`config.mk`:
```
export PLATFORM = sky130hd
export DESIGN_NAME = toggle_tally
export DESIGN_NICKNAME = d
export VERILOG_FILES = /design/src/rtl/toggle_tally.sv
export SDC_FILE = /design/constraint.sdc
export NUM_CORES = 1
export LEC_CHECK = 0
export ABC_AREA = 1
export CAP_MARGIN = 40
export CORE_MARGIN = 5
export CORE_UTILIZATION = 40
export DETAILED_ROUTE_END_ITERATION = 8
export MAX_ROUTING_LAYER = met4
export PLACE_DENSITY = 0.68
export RECOVER_POWER = 100
export SETUP_SLACK_MARGIN = 0.2
export SLEW_MARGIN = 10
export SYNTH_ARGS = -nofsm -noshare
export SYNTH_HDL_FRONTEND = slang
export SYNTH_SLANG_ARGS = --single-unit
```
`constraint.sdc`:
```
create_clock -name clk -period 5.43 [get_ports clk]
set_input_delay 0.8145 -clock clk [delete_from_list [all_inputs] [get_ports clk]]
set_output_delay 0.8145 -clock clk [all_outputs]
set_load 0.01 [all_outputs]
```
`src/rtl/toggle_tally.sv`:
```
// rtl/toggle_tally.sv - per-bit rise/fall toggle counters with a valid/ready readout stream
module toggle_tally #(
    parameter int WIDTH = 8,
    parameter int CNT_W = 16,
    localparam int IDX_W = (WIDTH > 1) ? $clog2(WIDTH) : 1,
    localparam int COV_W = $clog2(WIDTH + 1)
) (
    input  logic             clk,
    input  logic             rst_n,
    input  logic             enable,
    input  logic [WIDTH-1:0] sample_i,
    input  logic             clear,
    input  logic             rd_req,
    output logic             rd_valid,
    input  logic             rd_ready,
    output logic [IDX_W-1:0] rd_idx,
    output logic [CNT_W-1:0] rd_rise,
    output logic [CNT_W-1:0] rd_fall,
    output logic             rd_last,
    output logic             busy,
    output logic [COV_W-1:0] covered_cnt
);

    localparam logic [CNT_W-1:0] CNT_MAX  = '1;
    localparam logic [IDX_W-1:0] LAST_IDX = IDX_W'(WIDTH - 1);

    typedef enum logic [1:0] {
        S_IDLE,
        S_LOAD,
        S_PRESENT
    } state_t;

    logic [CNT_W-1:0] rise_q [WIDTH];
    logic [CNT_W-1:0] rise_d [WIDTH];
    logic [CNT_W-1:0] fall_q [WIDTH];
    logic [CNT_W-1:0] fall_d [WIDTH];
    logic [WIDTH-1:0] prev_q, prev_d;
    logic             base_vld_q, base_vld_d;
    logic [COV_W-1:0] cov_q, cov_d;
    state_t           state_q, state_d;
    logic [IDX_W-1:0] idx_q, idx_d;
    logic [CNT_W-1:0] rd_rise_q, rd_rise_d;
    logic [CNT_W-1:0] rd_fall_q, rd_fall_d;

    // Sampling and counting; the first enabled sample only establishes the baseline.
    always_comb begin
        rise_d     = rise_q;
        fall_d     = fall_q;
        prev_d     = prev_q;
        base_vld_d = base_vld_q;
        if (clear) begin
            for (int i = 0; i < WIDTH; i++) begin
                rise_d[i] = '0;
                fall_d[i] = '0;
            end
            base_vld_d = 1'b0;
        end else if (enable) begin
            prev_d     = sample_i;
            base_vld_d = 1'b1;
            if (base_vld_q) begin
                for (int i = 0; i < WIDTH; i++) begin
                    if (!prev_q[i] && sample_i[i] && rise_q[i] != CNT_MAX) begin
                        rise_d[i] = rise_q[i] + 1'b1;
                    end
                    if (prev_q[i] && !sample_i[i] && fall_q[i] != CNT_MAX) begin
                        fall_d[i] = fall_q[i] + 1'b1;
                    end
                end
            end
        end
    end

    // Coverage popcount looks at the registered counters, hence one cycle behind them.
    always_comb begin
        cov_d = '0;
        for (int i = 0; i < WIDTH; i++) begin
            if (rise_q[i] != '0 && fall_q[i] != '0) begin
                cov_d = cov_d + COV_W'(1);
            end
        end
    end

    always_comb begin
        state_d   = state_q;
        idx_d     = idx_q;
        rd_rise_d = rd_rise_q;
        rd_fall_d = rd_fall_q;
        if (clear) begin
            state_d   = S_IDLE;
            idx_d     = '0;
            rd_rise_d = '0;
            rd_fall_d = '0;
        end else begin
            case (state_q)
                S_IDLE: begin
                    if (rd_req) begin
                        state_d = S_LOAD;
                        idx_d   = '0;
                    end
                end
                S_LOAD: begin
                    rd_rise_d = rise_q[idx_q];
                    rd_fall_d = fall_q[idx_q];
                    state_d   = S_PRESENT;
                end
                S_PRESENT: begin
                    if (rd_ready) begin
                        if (idx_q == LAST_IDX) begin
                            state_d = S_IDLE;
                        end else begin
                            idx_d   = idx_q + 1'b1;
                            state_d = S_LOAD;
                        end
                    end
                end
                default: state_d = S_IDLE;
            endcase
        end
    end

    always_ff @(posedge clk or negedge rst_n) begin
        if (!rst_n) begin
            for (int i = 0; i < WIDTH; i++) begin
                rise_q[i] <= '0;
                fall_q[i] <= '0;
            end
            prev_q     <= '0;
            base_vld_q <= 1'b0;
            cov_q      <= '0;
            state_q    <= S_IDLE;
            idx_q      <= '0;
            rd_rise_q  <= '0;
            rd_fall_q  <= '0;
        end else begin
            rise_q     <= rise_d;
            fall_q     <= fall_d;
            prev_q     <= prev_d;
            base_vld_q <= base_vld_d;
            cov_q      <= cov_d;
            state_q    <= state_d;
            idx_q      <= idx_d;
            rd_rise_q  <= rd_rise_d;
            rd_fall_q  <= rd_fall_d;
        end
    end

    assign rd_valid    = (state_q == S_PRESENT);
    assign busy        = (state_q != S_IDLE);
    assign rd_idx      = idx_q;
    assign rd_rise     = rd_rise_q;
    assign rd_fall     = rd_fall_q;
    assign rd_last     = (state_q == S_PRESENT) && (idx_q == LAST_IDX);
    assign covered_cnt = cov_q;

endmodule
```
==> After elaboration in Yosys (flattened, before gate mapping) <==
Cells that the tools add are included.
{ "totals": {"regBits": 306, "out_inout_bits": 42, "word_cells": 238} }
{ "op_classes": {"addsub": 24, "n_lt_le_gt_ge": 1, "n_eq_ne": 22, "n_mux": 52, "bitwise_logic": 2, "n_reduce_logical": 114} }
{ "ops": {"columns": ["cell", "count"], "rows": [
  ["$mux 128", 6],
  ["$mux 16", 24],
  ["$add 16x1->16 const B", 16],
  ["$ne 16x16->1 const B", 16],
  ["$reduce_bool 16->1", 16],
  ["$bmux 16 s3", 2],
  ["$reduce_and 3->1", 16],
  ["$logic_and 1x1->1", 41],
  ["$reduce_bool 2->1", 20],
  ["$add 4x1->4 const B", 7],
  ["$mux 4", 7],
  ["$logic_not 1->1", 16],
  ["$mux 3", 4],
  ["$mux 2", 3],
  ["$ne 3x3->1 const B", 2],
  ["$pmux 2 s3", 1],
  ["$pmux 3 s2", 1],
  ["$ge 4x4->1 const B", 1],
  ["$mux 1", 4],
  ["$not 3->4", 1],
  ["$reduce_and 2->1", 2],
  ["$reduce_and 4->1", 1],
  ["$add 3x1->3 const B", 1],
  ["$eq 3x3->1 const B", 1],
  ["6 further kinds", 6]
]} }

==> Depth between registers and ports, before layout <==
{ "depth": {"word_depth": 17, "depth_mapped": 31, "mapped_depth_nobuf": 31} }

==> Worst setup path after synthesis <==
No wires, ideal clock.
{ "synth_timing": {"path_type": "reg2reg", "startpoint": "reg fall_q[96] in the netlist's numbering", "endpoint": "reg cov_q[1], in the netlist covered_cnt[1]", "t_arrival_ns": 3.763, "t_required_ns": 5.307, "slack_ns": 1.544, "path_stages_with_launch": 27, "period_less_slack_ns": 3.886, "cell_sequence": "dfrtp_1 inv_1 ha_1 nand4_1 nor4_1 nand3_1 nand2_1 inv_1 ha_1 inv_1 nand2_4 nand2_4 xnor2_1 o21ai_1 ha_1 or2_1 nand2_1 nand3_1 nand3_1 nand2_1 ha_1 or2_2 nand2_1 inv_1 ha_1 nor2_1 a21oi_1"} }
{ "synth_between": {"elab_chain_len": 15} }
{ "synth_rtl": {"columns": ["item", "line_no", "rtl"], "rows": [
  ["start: declaration", "35", "logic [CNT_W-1:0] fall_q [WIDTH];"],
  ["start signal: assignment", "136", "fall_q <= fall_d;"],
  ["$reduce_bool 16->1 *", "77", "if (rise_q[i] != '0 && fall_q[i] != '0) begin"],
  ["$logic_and 1x1->1 *", "77", null],
  ["$mux 4 *", "77", null],
  ["$add 4x1->4", "78", "cov_d = cov_d + COV_W'(1);"],
  ["$mux 4 *", "77", null],
  ["$add 4x1->4", "78", null],
  ["$mux 4 *", "77", null],
  ["$add 4x1->4", "78", null],
  ["$mux 4 *", "77", null],
  ["$add 4x1->4", "78", null],
  ["$mux 4 *", "77", null],
  ["$add 4x1->4", "78", null],
  ["$mux 4 *", "77", null],
  ["$add 4x1->4", "78", null],
  ["$mux 4 *", "77", null],
  ["named net cov_d[1]", "39", "logic [COV_W-1:0] cov_q, cov_d;"],
  ["end signal: assignment", "139", "cov_q <= cov_d;"],
  ["end: declaration", "39", null]
]} }
The timed path passes the listed nets; every way through them passes the cells marked *.
A chain may end at the register's enable or synchronous reset.

==> Final worst setup path <==
{ "layout_timing": {"startpoint": "in clear", "endpoint": "reg rise_q[61] in the netlist's numbering"} }
{ "layout_between": {"elab_chain_len": 2} }
{ "layout_rtl": {"columns": ["item", "line_no", "rtl"], "rows": [
  ["start: declaration", "12", "input logic clear,"],
  ["$reduce_bool 2->1 (no source line)", null, null],
  ["$reduce_and 3->1 (no source line)", null, null],
  ["end signal: assignment", "135", "rise_q <= rise_d;"],
  ["end: declaration", "33", "logic [CNT_W-1:0] rise_q [WIDTH];"]
]} }
Parallel ways exist; a longest one is shown, timed or not.

==> out/results.ini <==
[run_status]
outcome = finished with violations
failed_checks = capacitance limit, slew limit

[route]
viasPerCell = 5.59
wl_per_cell_um = 17.2
drcViolationCount = 0
firstDrtPassIters = 6
antenna_left = 0
totalWireLength_mm = 57.1
drt_iter0_drc = 1755
vias = 18500

[global_route]
antenna_found_initial = 1
grt-ovfl-total = 0
grt_pass1_vias = 17400
grt_max_degree = 116
globalRouteTotalUtil_pct = 21.7
grt_pass1_wl_mm = 92.3

[power]
clockPowerShare_pct = 42.6
p_int_w = 0.00406
p_leak_nw = 9.31
switching_share_pct = 28.7
power_density_mw_per_mm2 = 268
combinationalPowerShare_pct = 15.2
power.switching_w = 0.00164
p_seq_share_pct = 42.1
max-vdd-ir-drop_uv = 200

[cts]
cts_sinks = 306
clk_pin_slew_ns = 0.06
clock-root-buffer = clkbuf_16
numCtsBuffers = 37
ctsLongestPathBuffers = 3
h-tree-depth = 2
post_cts_resize_count = 0
post_cts_buffers = 0
cts_tree = built
clk_latency_ns = 0.54
cts_hold_buf = 0

[hold_path]
holdPathEnd = base_vld_q
min_path_cells = 2
min_path_type = reg -> reg
hp-start = base_vld_q

[logic_synthesis]
ys_ff_latch = 306
yosysTopAreaCellShare_pct = 39.7
ys.flop_type = dfrtp_1
yosysTopAreaCell = dfrtp_1
yosysSeqAreaShare_pct = 39.7
syn_nets = 2722
async_flop_share_pct = 100
ys_types = 52
synthAdderAreaFrac_pct = 2.79
synth_area_leaders = dfrtp_1, nand2_1, o21ai_0, a21oi_1, inv_1
synth_top_family_by_area = simple AND/OR/NAND/NOR gates
synth_compound_area_share_pct = 18.0
syn_inst = 2665
synth_area_mm2 = 0.0193
synth_edf_count = 0
syn_avg_cell_area_um2 = 7.25
synth.area.mux_share_pct = 0
synth-simple-area-share_pct = 30.3
yosysWarnings = 0
synth_xor_area_share_pct = 0.635

[floorplanning]
die-height_um = 230
core_mm2 = 0.0477
die_area_mm2 = 0.0528
initial_core_util_pct = 40.4
die_w_um = 230
rows = 80
ios = 56

[cells_and_area]
layout_commonest_cell = nand2_1
fill_cells = 4727
most-common-layout-cells = nand2_1, inv_1, dfrtp_1
area_delta_synth_final_pct = 10.2
layout.nets = 2732
design_area_mm2 = 0.0213
drive_above_1_share_pct = 5.96

[setup_path]
worst-endpoint-arrival_ns = 5.20
reg2reg_to = rd_fall[1]
rr_worst_depth = 6
r2r_slack_ns = 0.75
path_class = in -> reg
cp_max_fo = 88
crit_path_start_kind = input port
cp.required_ns = 5.90
crit_path_end_kind = flip-flop
r2r_start = rd_idx[0]

[place]
io_buffers = 55
dpl-instance-area_mm2 = 0.0204
dp_hpwl_mm = 41.6
gp_congestion = 0.973
post-place-ws_ns = 0.921

[sta]
fin_crit_ns = 4.73
rsz0062_at_grt = no
setup_viol = 0
tns_ns = 0
worstMarginPinSlew_ns = 2.92
slew_headroom_pct = -94.6
finClkSkew_ns = 0.0130
fmax_mhz = 212
layout_setup_ws_ns = 0.704
period_share_pct = 87.0
hold_viol_final = 0
finalMaxSlewViolations = 353

[flow_run]
drv_cap = 4

-- synth_stat cells (20+ instances only) --
cell type and instances:
o211ai_1 37, a21oi_1 259, clkbuf_1 74, inv_1 314, nor2_2 36, ha_1 43, dfrtp_1 306, nand3_1 222
nand3_2 20, nor2_1 253, nor4_1 35, nand4_1 35, nor3_1 121, o21ai_0 269, nand2_1 418, nand2_2 45
-- per-layer routing --
| layer | routed length, um | up-vias | part of all wire (%) | global-route usage (%) |
|---|---|---|---|---|
| li1 | - | 9018 | - | - |
| met1 | 25700 | 8838 | 45 | 29.7 |
| met2 | 26600 | 566 | 47 | 34.2 |
| met3 | 3030 | 109 | 5.3 | 2.43 |
| met4 | 1740 | 0 | 3.0 | 6.48 |
| met5 | 0 | - | 0 | - |
-- through the flow --
step                util, %  power, W  hold slack [ns]  cells
floorplan                 -   0.00304            0.470   2665
global placement       42.7   0.00332            0.484   3249
detailed placement     42.7   0.00334            0.491   3251
CTS                    45.2   0.00579            0.339   3315
global route           44.6   0.00597            0.534   3316
finish                 44.6   0.00570            0.489   3316
-- power groups by stage --
stage | clock (W) | sequential (W) | combinational [W]
floorplan | 0 | 0.00243 | 0.000606
global placement | 0 | 0.00244 | 0.000883
detailed placement | 0 | 0.00244 | 0.000899
CTS | 0.00248 | 0.00240 | 0.000904
global route | 0.00257 | 0.00241 | 0.000989
finish | 0.00243 | 0.00240 | 0.000868
-- final cells by class --
cell class	instances	area, um^2	share of cell area (%)
clock buffer	57	1060	5.00
clock inverter	7	88.8	0.418
inverter	327	1230	5.77
tap	615	769	3.62
multi-input combinational	1930	9760	45.9
antenna	1	2.50	0.0118
timing repair buffer	73	698	3.28
sequential	306	7660	36.0
-- worst max-delay path: stages --
cell      delay (ns)
clkbuf_1        0.12
inv_1           2.06
clkbuf_2        0.98
nand2_1         0.37
nand4_1         0.26
nor2_1          0.11
nand3_2         0.09
nor2_1          0.08
a21oi_1         0.13
o21a_1          0.14
-- logic make-up (layout without fill, tap and decap cells) --
logic type,after synthesis,in the layout
simple gates,1232,1232
compound gates,641,641
buf+inv,429,464
flops,306,306
fa+ha+maj,43,43
xor+xnor,14,14
other cells,0,1
-- worst max-delay path by stage --
| stage | startpoint | to | slack (ns) | cells after the start |
|---|---|---|---|---|
| finish | clear | rise_q[61] | 0.70 | 10 |
| global route | clear | rise_q[61] | 0.29 | 10 |
| CTS | rise_q[112] | covered_cnt[1] | 0.91 | 27 |
| detailed placement | rise_q[112] | covered_cnt[1] | 0.92 | 26 |
| global placement | rise_q[112] | covered_cnt[1] | 1.00 | 27 |
| floorplan | fall_q[96] | covered_cnt[1] | 1.54 | 26 |
-- state kept, by name, summed over array words and instances, names as in the netlist --
signal / flops
fall_q: 128
rise_q: 128
rd_fall: 16
rd_rise: 16
prev_q: 8
covered_cnt: 4
rd_idx: 3
state_q: 2
base_vld_q: 1
No activity file was read; power rests on OpenSTA's default activity.
